<file path="config.mk">
export PLATFORM = sky130hd
export DESIGN_NAME = sram_pixel_reader
export DESIGN_NICKNAME = d
export VERILOG_FILES = /design/src/rtl/sram_pixel_reader.sv
export SDC_FILE = /design/constraint.sdc
export NUM_CORES = 1
export LEC_CHECK = 0
export ABC_CLOCK_PERIOD_IN_PS = 6000
export CAP_MARGIN = 20
export CORE_ASPECT_RATIO = 1.1
export CORE_MARGIN = 2
export CORE_UTILIZATION = 60
export CTS_CLUSTER_DIAMETER = 50
export DETAILED_ROUTE_END_ITERATION = 12
export DONT_BUFFER_PORTS = 1
export GPL_TIMING_DRIVEN = 0
export PLACE_DENSITY = 0.81
export SKIP_LAST_GASP = 1
export SLEW_MARGIN = 20
export SYNTH_ARGS = -nofsm -noshare
export SYNTH_HDL_FRONTEND = slang
export SYNTH_SLANG_ARGS = --single-unit
</file>
<file path="constraint.sdc">
create_clock -name clk -period 6 [get_ports clk]
set_clock_uncertainty 0.2 [all_clocks]
set_input_delay 0.6 -clock clk [delete_from_list [all_inputs] [get_ports clk]]
set_output_delay 0.6 -clock clk [all_outputs]
set_load 0.005 [all_outputs]
</file>
<file path="src/rtl/sram_pixel_reader.sv">
// SRAM read stage: walks N two-word pixels from a base address, unpacks them onto a
// valid/ready stream and accumulates per-channel sums for downstream mean computation.
module sram_pixel_reader #(
  parameter int DATA_WIDTH = 16,
  parameter int ADDR_WIDTH = 10,
  parameter int PIX_CNT_W  = 10,
  parameter int SUM_W      = 8 + PIX_CNT_W
) (
  input  logic                  clk,
  input  logic                  i_rst,
  input  logic                  i_start,
  input  logic [ADDR_WIDTH-1:0] i_base_addr,
  input  logic [PIX_CNT_W-1:0]  i_num_pix,
  output logic [ADDR_WIDTH-1:0] o_sram_addr,
  output logic                  o_sram_cs,
  output logic                  o_sram_we,
  output logic                  o_sram_oe,
  input  logic [DATA_WIDTH-1:0] i_sram_data,
  output logic                  o_pix_valid,
  input  logic                  i_pix_ready,
  output logic [7:0]            o_r,
  output logic [7:0]            o_g,
  output logic [7:0]            o_b,
  output logic [7:0]            o_gray,
  output logic [SUM_W-1:0]      o_sum_r,
  output logic [SUM_W-1:0]      o_sum_g,
  output logic [SUM_W-1:0]      o_sum_b,
  output logic [SUM_W-1:0]      o_sum_gray,
  output logic                  o_busy,
  output logic                  o_done
);

  typedef enum logic [2:0] {StIdle, StRd0, StRd1, StOut, StDone} state_t;

  localparam logic [ADDR_WIDTH-1:0] AddrOne = 1;
  localparam logic [PIX_CNT_W-1:0]  CntOne  = 1;

  state_t               state;
  logic [PIX_CNT_W-1:0] count;
  logic [PIX_CNT_W-1:0] num_pix;

  always_ff @(posedge clk) begin
    if (i_rst) begin
      state       <= StIdle;
      count       <= '0;
      num_pix     <= '0;
      o_sram_addr <= '0;
      o_sram_cs   <= 1'b0;
      o_sram_we   <= 1'b1;
      o_sram_oe   <= 1'b1;
      o_pix_valid <= 1'b0;
      o_r         <= '0;
      o_g         <= '0;
      o_b         <= '0;
      o_gray      <= '0;
      o_sum_r     <= '0;
      o_sum_g     <= '0;
      o_sum_b     <= '0;
      o_sum_gray  <= '0;
      o_busy      <= 1'b0;
      o_done      <= 1'b0;
    end else begin
      // Write enable is never released; this block only reads.
      o_sram_we <= 1'b1;
      o_done    <= 1'b0;
      unique case (state)
        StIdle: begin
          if (i_start) begin
            o_sum_r    <= '0;
            o_sum_g    <= '0;
            o_sum_b    <= '0;
            o_sum_gray <= '0;
            count      <= '0;
            num_pix    <= i_num_pix;
            o_busy     <= 1'b1;
            if (i_num_pix != '0) begin
              o_sram_addr <= i_base_addr;
              o_sram_cs   <= 1'b1;
              o_sram_oe   <= 1'b0;
              state       <= StRd0;
            end else begin
              o_done <= 1'b1;
              state  <= StDone;
            end
          end
        end
        StRd0: begin
          o_r         <= i_sram_data[15:8];
          o_g         <= i_sram_data[7:0];
          o_sum_r     <= o_sum_r + SUM_W'(i_sram_data[15:8]);
          o_sum_g     <= o_sum_g + SUM_W'(i_sram_data[7:0]);
          o_sram_addr <= o_sram_addr + AddrOne;
          state       <= StRd1;
        end
        StRd1: begin
          o_b         <= i_sram_data[15:8];
          o_gray      <= i_sram_data[7:0];
          o_sum_b     <= o_sum_b + SUM_W'(i_sram_data[15:8]);
          o_sum_gray  <= o_sum_gray + SUM_W'(i_sram_data[7:0]);
          o_sram_cs   <= 1'b0;
          o_sram_oe   <= 1'b1;
          o_pix_valid <= 1'b1;
          state       <= StOut;
        end
        StOut: begin
          if (i_pix_ready) begin
            o_pix_valid <= 1'b0;
            count       <= count + CntOne;
            if (count + CntOne == num_pix) begin
              o_done <= 1'b1;
              state  <= StDone;
            end else begin
              o_sram_addr <= o_sram_addr + AddrOne;
              o_sram_cs   <= 1'b1;
              o_sram_oe   <= 1'b0;
              state       <= StRd0;
            end
          end
        end
        StDone: begin
          o_busy <= 1'b0;
          state  <= StIdle;
        end
        default: state <= StIdle;
      endcase
    end
  end

endmodule

</file>
==> results.cfg <==
[synth]
synth_cell_types = 65
yosys.area.top_type = dfxtp_1
yosys_warnings = 0
synthTopCellsByCount = nand2_1, dfxtp_1, a21oi_1
syn_area_per_cell_um2 = 7.944
syn_inst = 957
seq_area_frac_synth_pct = 37.39
synth_top_area_share_pct = 37.39
synth_area_leaders = dfxtp_1, nand2_1, a21oi_1
synth_top_flop_cell = dfxtp_1
ys_seq_elements = 142
synth_most_common_cell = nand2_1
synth_nets = 1035
synthArstFlopShare_pct = 0
synth_area_um2 = 7602
synth_edf_count = 0

[routing]
first_pass_iters = 6
route.detailed.drc = 0
num_vias = 7212
ant_nets = 0
met2_length_mm = 10.42
viasPerCell = 6.299
drtIter0Drc = 580
drt-met1-wl_mm = 8.712
met3_length_mm = 2.204
wl_mm = 22.13
topRoutingLayerUsed = met4
wl_per_cell_um = 19.33

[clock_network]
cts_buffer_depth = 2
cts_hold_buffers = 0
clkTransAtPathRegs_ns = 0.06
htree_levels = 4
cts_tree = done
cts_setup_buffers = 0
clk_latency_ns = 0.43
cts_sinks = 142
cts_root_buf = clkbuf_16
cts_buffers = 17
post_cts_resize_count = 0

[global_routing]
grt_antenna_before_repair = 0
grt_use_total_pct = 32.17
grt_start_max_net_pins = 17
grt_pass1_wl_mm = 34.46
gr-total-overflow = 0
grt_pass1_vias = 6628

[run]
max-cap-violations = 0

[power_and_ir_drop]
powerDensity_nw_per_um2 = 325.9
clockPowerShare_pct = 40.9
power_switching_share_pct = 30.15
switching_power_w = 0.0008274
seq_power_share_pct = 39.7
leakage_nw = 3.035
peakVddDrop_uv = 203.3
p_int_w = 0.001917
combPwrFrac_pct = 19.4
p_total_w = 0.002745

[placement]
io_buffer_count = 0
dpl.hpwl_mm = 15.80
place_congestion = 0.9069

[worst_setup_path]
path_class = reg2reg
crit_family = compound AO/OA/AOI/OAI gates
crit_path_start_kind = flip-flop
slowest_delay_ns = 0.46
cp_max_fo = 6
worst_ep_required_time_ns = 6.15
path_buf_inv = 1
crit_chain = ha_1, inv_1, fa_1, nor2b_1, o21a_1, o21ai_0, a21oi_1, o21ai_0, or3_1, a21oi_1
slowest_stage = a21oi_1
cp_data_arrival_time_ns = 3.25
critPathCaptureType = flip-flop

[floorplanning]
die_h_um = 122.1
start_util_pct = 60.91
num_io_pins = 160
core_area_um2 = 12480
die_area_um2 = 13590
num_rows = 43
die_w_um = 111.3

[timing]
setup_violations = 0
setup_tns_ns = 0
layout_min_cycle_time_ns = 3.105
drv_slew = 0
hold_viol_final = 0
period_share_pct = 51.75
fmax_mhz = 322.1
rsz0062_at_grt = false
tightest_slew_ns = 0.9697
maxSlewHeadroom_pct = 34.33

[final_layout]
num_antenna_cells = 0
layout.nets = 1054
area_growth_pct = 10.76
layout-drive-gt1-share_pct = 7.085

[worst_hold_path]
hold_path_class = in2reg

[outcome]
status = complete, no violations
==> kinds of logic (layout without fill, tap and decap cells) <==
| family | count (synthesis) | in the layout | synth area share [%] |
|---|---|---|---|
| other | 1 | 1 | 0.04933 |
| AOI/OAI and AO/OA | 240 | 240 | 19.19 |
| buffers and inverters | 90 | 121 | 5.102 |
| adders and majority gates | 38 | 38 | 6.649 |
| xor gates and xnor gates | 26 | 26 | 2.995 |
| and+or+nand+nor | 401 | 401 | 25.82 |
| muxes | 19 | 19 | 2.798 |
| DFF | 142 | 142 | 37.39 |
==> registers in the layout, summed over array words and instances, names as in the netlist <==
register and count:
o_gray 8, o_g 8, o_sum_b 18, o_busy 1, o_b 8, o_sram_addr 10
o_r 8, o_sum_g 18, o_pix_valid 1, state 3, o_sum_gray 18, o_sum_r 18
num_pix 10, o_sram_cs 1, o_done 1, count 10, o_sram_oe 1
==> power by group through the flow <==
stage | logic [W] | registers (W) | clock network [W]
2_1_floorplan | 0.000395 | 0.00108 | 0
3_3_place_gp | 0.000504 | 0.00111 | 0
3_5_place_dp | 0.000515 | 0.00111 | 0
4_1_cts | 0.000522 | 0.00109 | 0.00113
5_1_grt | 0.000587 | 0.00110 | 0.00117
6_report | 0.000532 | 0.00109 | 0.00112
==> final timing paths <==
kind / from / slack, ns / endpoint / cells past startpoint
worst min register to register: o_g[5] / 0.27 / o_g[5] / 2
worst max-delay path: o_sum_r[0] / 2.90 / o_sum_r[12] / 10
worst min-delay path: i_sram_data[3] / 0.1 / o_g[3] / 2
worst max register to register: o_sum_r[0] / 2.90 / o_sum_r[12] / 10
==> layout make-up <==
type,instances,area (um^2)
Multi-Input combinational cell,725,4372
Fill cell,1077,4061
Sequential cell,142,2843
Clock buffer,21,460.4
Buffer,61,279.0
Tap cell,157,196.4
Clock inverter,10,161.4
Inverter,29,108.9
==> per-layer routing <==
layer  global-route usage (%)  vias up
met5                        0        -
met4                    14.04        0
met3                    11.89       60
met2                    54.08      293
met1                    36.99     3408
li1                         -     3451
==> per-stage QoR <==
step / util [%] / hold WS, ns / setup slack (ns) / instances / cell area [um^2]
final: 67.46 / 0.09841 / 2.895 / 1145 / 8421
after detailed placement: 62.48 / 0.2624 / 2.887 / 1114 / 7799
after global placement: 62.48 / 0.2571 / 2.938 / 1114 / 7799
after floorplan: - / 0.2454 / 3.243 / 957 / 7602
after CTS: 67.46 / 0.09610 / 2.966 / 1145 / 8421
after global routing: 67.46 / 0.09637 / 2.726 / 1145 / 8421
==> layout by cell type (no fill, tap or decap), drive strengths merged, types with 13 or more instances in the layout <==
master,count
inv,30
dfxtp,142
nand4,13
or3,17
buf,15
ha,34
a21oi,115
nand2,155
mux2,18
a31oi,16
xnor2,20
nand2b,13
nand3,39
o21ai,35
clkbuf,67
nor2b,16
nor3,22
nor2,67
No activity file was read; power rests on OpenSTA's default activity.
